**src/rtl/rs_decoder_pkg.sv**
```systemverilog
// Shared definitions for the RS decoder output path.
// Provides the output-stage state encoding and the last-address helper.
package rs_decoder_pkg;

  typedef enum logic [1:0] {
    ST_IDLE  = 2'd0,
    ST_ARMED = 2'd1,
    ST_RUN   = 2'd2
  } out_state_t;

  // Index of the final symbol issued per block (data only, or full codeword).
  function automatic int unsigned last_idx(input int unsigned blk_len,
                                           input int unsigned data_len,
                                           input int unsigned strip_parity);
    return (strip_parity != 0) ? (data_len - 1) : (blk_len - 1);
  endfunction

endpackage

```
**src/rtl/rs_ce_gen.sv**
```systemverilog
// Output pacing divider: one-clk CE pulse every CE_DIV clocks, plus CEO = CE delayed 1 clk.
// Ports:
//   clk   in   rising-edge clock
//   reset in   asynchronous active-high reset
//   CE    out  registered pacing pulse (high when the counter was CE_DIV-1)
//   CEO   out  CE delayed by one clock
module rs_ce_gen #(
  parameter int unsigned CE_DIV = 8
) (
  input  logic clk,
  input  logic reset,
  output logic CE,
  output logic CEO
);

  localparam int unsigned CNT_W = $clog2(CE_DIV);

  logic [CNT_W-1:0] cnt;

  // Free-running counter; wraps naturally since CE_DIV is a power of two.
  always_ff @(posedge clk or posedge reset) begin
    if (reset) begin
      cnt <= '0;
      CE  <= 1'b0;
      CEO <= 1'b0;
    end else begin
      cnt <= cnt + CNT_W'(1);
      CE  <= (cnt == CNT_W'(CE_DIV - 1));
      CEO <= CE;
    end
  end

endmodule

```
**src/rtl/rs_out_stage_p.sv**
```systemverilog
// RS decoder output stage: reads a decoded block from ping-pong memories and
// emits corrected symbols at one per CE_DIV clocks, with one block of lookahead.
// Ports:
//   clk       in   rising-edge clock
//   reset     in   asynchronous active-high reset
//   DONE      in   one-clk pulse, a decoded block is ready
//   RE        out  bank select, toggles per accepted block
//   RdAdd     out  read address into the selected bank
//   In_byte   in   stored symbol at RdAdd (1 clk latency)
//   Err_val   in   error magnitude at RdAdd (1 clk latency)
//   Out_byte  out  corrected symbol
//   CEO       out  output clock enable
//   Valid_out out  Out_byte belongs to an active block
//   out_done  out  one-clk pulse after the last symbol of a block
//   busy      out  a block is armed or running
//   overrun   out  sticky, a DONE was lost
module rs_out_stage_p
  import rs_decoder_pkg::*;
#(
  parameter int unsigned SYM_W        = 8,
  parameter int unsigned BLK_LEN      = 204,
  parameter int unsigned DATA_LEN     = 188,
  parameter int unsigned CE_DIV       = 8,
  parameter int unsigned STRIP_PARITY = 1,
  parameter int unsigned CORR_EN      = 1,
  parameter int unsigned ADDR_W       = 8
) (
  input  logic              clk,
  input  logic              reset,
  input  logic              DONE,
  output logic              RE,
  output logic [ADDR_W-1:0] RdAdd,
  input  logic [SYM_W-1:0]  In_byte,
  input  logic [SYM_W-1:0]  Err_val,
  output logic [SYM_W-1:0]  Out_byte,
  output logic              CEO,
  output logic              Valid_out,
  output logic              out_done,
  output logic              busy,
  output logic              overrun
);

  localparam int unsigned LAST = last_idx(BLK_LEN, DATA_LEN, STRIP_PARITY);
  localparam logic [ADDR_W-1:0] LAST_A = ADDR_W'(LAST);

  out_state_t        state, state_n;
  logic [ADDR_W-1:0] rd_n;
  logic [SYM_W-1:0]  ob_n;
  logic              re_n, vo_n, od_n, pend, pend_n, ovr_n, busy_n;
  logic              ce;
  logic [SYM_W-1:0]  sym_c;
  logic              last_ce_c;

  rs_ce_gen #(.CE_DIV(CE_DIV)) u_ce_gen (
    .clk   (clk),
    .reset (reset),
    .CE    (ce),
    .CEO   (CEO)
  );

  assign sym_c     = (CORR_EN != 0) ? (In_byte ^ Err_val) : In_byte;
  assign last_ce_c = ce && (RdAdd == LAST_A);

  // Next-state and output logic.
  always_comb begin
    state_n = state;
    rd_n    = RdAdd;
    re_n    = RE;
    ob_n    = Out_byte;
    vo_n    = Valid_out;
    od_n    = 1'b0;
    pend_n  = pend;
    ovr_n   = overrun;

    unique case (state)
      ST_IDLE: begin
        if (DONE) begin
          re_n    = ~RE;
          rd_n    = '0;
          state_n = ST_ARMED;
        end
      end
      ST_ARMED: begin
        if (ce) state_n = ST_RUN;
        if (DONE) begin
          if (pend) ovr_n  = 1'b1;
          else      pend_n = 1'b1;
        end
      end
      ST_RUN: begin
        // A DONE on the final CE is absorbed by the restart below.
        if (DONE && !last_ce_c) begin
          if (pend) ovr_n  = 1'b1;
          else      pend_n = 1'b1;
        end
        if (ce) begin
          ob_n = sym_c;
          vo_n = 1'b1;
          if (RdAdd == LAST_A) begin
            od_n = 1'b1;
            if (pend || DONE) begin
              re_n    = ~RE;
              rd_n    = '0;
              pend_n  = pend && DONE;
              state_n = ST_ARMED;
            end else begin
              state_n = ST_IDLE;
            end
          end else begin
            rd_n = RdAdd + ADDR_W'(1);
          end
        end
      end
      default: state_n = ST_IDLE;
    endcase

    // Any CE outside RUN issues nothing, which ends the valid window.
    if (ce && (state != ST_RUN)) vo_n = 1'b0;

    busy_n = (state_n != ST_IDLE);
  end

  // State and output registers.
  always_ff @(posedge clk or posedge reset) begin
    if (reset) begin
      state     <= ST_IDLE;
      RdAdd     <= '0;
      RE        <= 1'b0;
      Out_byte  <= '0;
      Valid_out <= 1'b0;
      out_done  <= 1'b0;
      pend      <= 1'b0;
      overrun   <= 1'b0;
      busy      <= 1'b0;
    end else begin
      state     <= state_n;
      RdAdd     <= rd_n;
      RE        <= re_n;
      Out_byte  <= ob_n;
      Valid_out <= vo_n;
      out_done  <= od_n;
      pend      <= pend_n;
      overrun   <= ovr_n;
      busy      <= busy_n;
    end
  end

endmodule

```
**config.mk**
```make
export PLATFORM = sky130hd
export DESIGN_NAME = rs_out_stage_p
export DESIGN_NICKNAME = d
export VERILOG_FILES = /design/src/rtl/rs_decoder_pkg.sv /design/src/rtl/rs_ce_gen.sv /design/src/rtl/rs_out_stage_p.sv
export SDC_FILE = /design/constraint.sdc
export NUM_CORES = 1
export LEC_CHECK = 0
export CELL_PAD_IN_SITES_DETAIL_PLACEMENT = 1
export CELL_PAD_IN_SITES_GLOBAL_PLACEMENT = 1
export CORE_ASPECT_RATIO = 0.8
export CORE_MARGIN = 2
export CORE_UTILIZATION = 37
export CTS_BUF_LIST = sky130_fd_sc_hd__clkbuf_4 sky130_fd_sc_hd__clkbuf_8
export CTS_CLUSTER_DIAMETER = 100
export CTS_CLUSTER_SIZE = 16
export DETAILED_ROUTE_END_ITERATION = 12
export PLACE_DENSITY = 0.79
export SYNTH_ARGS = -nofsm -noshare
export SYNTH_HDL_FRONTEND = slang
export SYNTH_SLANG_ARGS = --single-unit
```
**constraint.sdc**
```tcl
create_clock -name clk -period 2.7 [get_ports clk]
set_clock_uncertainty 0.2 [all_clocks]
set_input_delay 0.405 -clock clk [delete_from_list [all_inputs] [get_ports clk]]
set_output_delay 0.405 -clock clk [all_outputs]
set_load 0.03 [all_outputs]
```
# Yosys cells after proc, flatten, opt, wreduce, memory -nomap -nowiden
# Cells that the tools add are included.
[classes]
eq_ne = 12
n_mul = 0
n_mux = 32
reduce_logical = 18
shifts = 0
bitwise_logic = 2
addsub = 2
div = 0
n_lt_le_gt_ge = 0
[op_table]
columns = ["operator", "count"]
rows = [
  ["$mux W8", 4],
  ["$mux W1", 19],
  ["$pmux W8 S2", 1],
  ["$ne A2 B2 Y1 const B", 6],
  ["$reduce_bool A2 Y1", 5],
  ["$add A8 B1 Y8 const B", 1],
  ["$eq A8 B8 Y1 const B", 1],
  ["$mux W2", 4],
  ["$xor A8 B8 Y8", 1],
  ["$pmux W1 S2", 3],
  ["$pmux W2 S3", 1],
  ["$reduce_and A2 Y1", 3],
  ["$reduce_and A5 Y1", 1],
  ["$logic_and A1 B1 Y1", 4],
  ["$reduce_and A4 Y1", 1],
  ["$add A3 B1 Y3 const B", 1],
  ["$eq A3 B3 Y1 const B", 1],
  ["$ne A3 B3 Y1 const B", 1],
  ["$reduce_and A3 Y1", 1],
  ["$eq A2 B1 Y1 const B", 1],
  ["$eq A2 B2 Y1 const B", 1],
  ["$logic_not A2 Y1", 1],
  ["$ne A2 B1 Y1 const B", 1],
  ["$logic_not A1 Y1", 1],
  ["2 further kinds", 2],
]
[word_totals]
ff_bits = 29
latch_bits = 0
rom_bits = 0
mem_count = 0
ramBits = 0
out_inout_bits = 22

# Logic depth before layout (Yosys ltp)
[depth]
depth_word = 9
mapped_depth = 6
ltp_nobuf = 5

# Cells and area by module
# A second synthesis with hierarchy kept.
[hier_totals]
cells_unflattened = 133
hier_area_um2 = 1395.1
[modules_own_cells]
columns = ["module", "n_inst", "seq_area_each_um2", "area_each_um2", "cells_each"]
rows = [
  ["rs_out_stage_p", 1, 600.6, 1237.4, 124],
  ["rs_ce_gen", 1, 125.1, 157.7, 9],
]

# Worst setup path before layout
# OpenSTA, ideal clock, no wires.
[synth_path]
kind = "flip-flop to flip-flop"
startpoint = "register RdAdd[0]"
endpoint = "register RdAdd[3]"
stages_incl_launch_ff = 7
arrival_time_ps = 1782
required_ps = 2379
synth_period_minus_slack_ps = 2103
path_buffers = 1
path_slack_ps = 597
path_cell_list = "dfrtp_1 ha_1 and3_1 buf_2 and4_1 a211o_1 a22o_1"
[synth_via]
elab_chain_cells = 4
elab_cells_between_ends = 7
cone_classes = "add/sub: 1; eq/ne: 2; mux: 3; reduce/logical: 1"
[synth_rtl]
columns = ["item", "line_no", "text"]
rows = [
  ["start: declaration", "rs_out_stage_p.sv:32", "output logic [ADDR_W-1:0] RdAdd,"],
  ["start signal: assignment", "rs_out_stage_p.sv:137", "RdAdd <= rd_n;"],
  ["$add A8 B1 Y8 or $eq A8 B8 Y1 (tied branches)", "rs_out_stage_p.sv:110, rs_out_stage_p.sv:99", ""],
  ["$mux W8", "rs_out_stage_p.sv:99", "if (RdAdd == LAST_A) begin"],
  ["$mux W8", "rs_out_stage_p.sv:96", "if (ce) begin"],
  ["$pmux W8 S2", "rs_out_stage_p.sv:75", "unique case (state)"],
]
# Parallel ways exist; a longest one is shown, timed or not. The select of a mux whose other input is x is not followed.
# A chain may end at the register's enable or synchronous reset.

# Worst setup path in the final report
[layout_path]
startpoint = "register RdAdd[0]"
endpoint = "register RdAdd[6]"
# The elaborated chain is that of the path after synthesis.

==> summary.txt <==
Hold path
  • Min-delay src: u_ce_gen.cnt[0]
  • Worst hold path type: flip-flop to flip-flop

Worst setup path
  • WP data arrival: around 2.2 ns
  • Setup crit start kind: flip-flop
  • Crit end category: flip-flop
  • Required time of the critical path: 2.70 ns
  • Critical path origin: RdAdd[0]
  • Setup CP Type: flip-flop to flip-flop
  • Crit path max fanout: 10
  • RR Startpoint: RdAdd[0]

Global routing
  • Initial antenna violation count: 0
  • All-Layer GR Usage: 17.7%
  • Number of global-route vias before repair: 1177
  • Wire length of the first global-routing pass: 5540 um
  • Maximum number of pins on one net before global-route repair: 30
  • Remaining global-route overflow: 0

Die
  • Num rows: 19
  • Die height: 58.7 um
  • Initial Util: 39.4%
  • Core Region: 3520 um^2
  • Full die area: 4250 um^2
  • Ports: 41
  • Die width: around 72 um

Layout
  • Layout Nets: 198
  • Area Overhead vs Synth: 37.5%
  • Final Instance Area: roughly 1900 um^2
  • Ant. Diodes: 0
  • Most common cell after layout, fill and taps aside: clkdlybuf4s50_1
  • Commonest cells after routing, fill and taps aside: 40 x clkdlybuf4s50_1, 29 x dfrtp_1, 15 x nand2_1
  • Layout fillers: 382
  • Core Util, Final: 54.1%
  • Layout Cells excl Fill: 218
  • Multi-input logic area: approximately 600 um^2
  • Share of cells above drive strength 1: 6.82%
  • Storage cell area: a little over 700 um^2

Detailed routing
  • DR iter-0 viols: a little over 90
  • Drt total wl: between 3000 and 4000 um
  • DRT Pass-1 Iters: 4
  • Via-to-Cell Ratio: 5.36
  • Post-route ant nets: 0
  • DR WL/cell: 15.6 um
  • Drc violations: 0
  • Vias: roughly 1200

Timing
  • Tcrit/Tclk final: roughly 80%
  • Setup TNS: 0 ns
  • RSZ-0062 raised after global routing: false
  • Fmax: between 0.4 and 0.5 GHz
  • Actual slew at the worst max-slew pin: 0.499 ns
  • Relative slew slack: 66.7%
  • Hold violation count in the final report: 0
  • PnR worst setup slack: 0.540 ns
  • Post-layout min period: around 2.2 ns
  • Hold WS: 0.232 ns
  • Final setup viols: 0
  • Slew Viols, Final: 0

Clock network
  • Reg clk slew, reported paths: 0.06 ns
  • Clock root buffer: clkbuf_8
  • Hold buffers post-CTS: 0
  • H-tree levels: 2
  • Post-CTS setup buffers: 0
  • Clock Latency Late Sink: 0.28 ns
  • CTS tree: yes
  • CTS Buf Count: 5
  • Sink Count: 29
  • Deepest clock path buffer count: 2
  • PostCTS Resize Cnt: 0

Synthesis
  • Yosys top cell area share: 52.4%
  • Async S/R FF share, synth: between 90% and 100%
  • Prevailing post-synth register cell: dfrtp_1
  • Synth top area cells: dfrtp_1 52%, xnor2_1 6.3%, nand2_1 4.1%
  • Register area share after synthesis: around 52%
  • Yosys warning count: 0
  • Area of the mapped netlist: around 1400 um^2
  • Post-synth EDFFs: 0
  • Synth unique cells: 37
  • Syn nets: 155
  • Post-synth top area cell: dfrtp_1
  • Syn avg cell area: ~10 um^2
  • Mapped Cells: 133
  • Number of synthesized register bits: 29

Power
  • Peak supply drop: 0.452 mV
  • Cell area power density: 877 nW/um^2
  • Lkg Pwr: roughly 0.8 nW
  • Total Power: 1.67 mW

Outcome
  • Outcome: complete, no violations

Place
  • IO buf count: 40
  • Final HPWL DP: approximately 2500 um
  • Dpl ws: 0.353 ns
  • Post-Place Cells: 211
  • Post-DP Area: between 1500 and 2000 um^2
  • GPL Wtd Cong: 0.929

Run
  • Max-capacitance violation count: 0
[sequential cells by signal, indices dropped and copies added (netlist names)]
register      flops
state             2
Out_byte          8
overrun           1
out_done          1
busy              1
u_ce_gen.cnt      3
RdAdd             8
pend              1
u_ce_gen.CE       1
Valid_out         1
u_ce_gen.CEO      1
RE                1
[critical path, cell delays in order, from the launching register on]
cell and delay (ns):
dfrtp_1 0.44, ha_1 0.27, and3_1 0.34, a2111oi_4 0.47, a41oi_1 0.17, a31oi_1 0.18
[worst paths after layout]
path                            cells after the start  slack (ns)         endpoint
worst max-delay path                                5        0.54         RdAdd[6]
worst min-delay path                                1        0.23  u_ce_gen.cnt[0]
worst max register to register                      5        0.54         RdAdd[6]
worst min register to register                      1        0.23  u_ce_gen.cnt[0]
max in group asynchronous                           3        1.72         RdAdd[2]
min in group asynchronous                           3        0.30      Out_byte[1]
[logic make-up (layout without fill, tap and decap cells)]
kind of cell               count (synthesis)  in the layout  share of synthesized area [%]
and+or+nand+nor                           45             45                           16.6
AOI/OAI and AO/OA                         31             31                           15.7
DFF                                       29             29                           52.4
buffers and inverters                     12             55                           4.16
xor gates and xnor gates                  11             11                           6.96
adders and majority gates                  3              3                           2.71
muxes                                      2              2                           1.45
[per-layer routing]
layer	GRT usage [%]	part of all wire (%)	routed length, um
met1	22.5	45	1540
met3	5.14	5.2	178
met4	7.94	1.8	60
met5	0	0	0
met2	28.0	48	1620
[layout make-up]
class                   instances  share of cell area, %
inverters                       7                   1.38
repair buffers                 41                   21.4
well taps                      42                   2.76
clock buffers                   7                   4.73
multi-input cells              92                   31.6
flip-flops and latches         29                   38.1
[Yosys cell counts, types with 2 or more instances]
master / n
inv_1: 7
nand3b_1: 2
dfrtp_1: 29
nor3_1: 2
ha_1: 3
nand2b_1: 2
or2_2: 2
a21oi_1: 6
a22o_1: 2
o32ai_1: 3
nand2_1: 15
a31oi_1: 3
nor2_1: 9
clkbuf_1: 2
mux2i_1: 2
o21ai_0: 11
xnor2_1: 10
nand3_1: 4
[report_power, final]
part,internal [mW],switching [mW],total (mW)
Clock,0.212,0.158,0.370
Combinational,0.277,0.379,0.656
Sequential,0.541,0.103,0.644
Total,1.03,0.640,1.67
(Power assumes the default switching activity.)
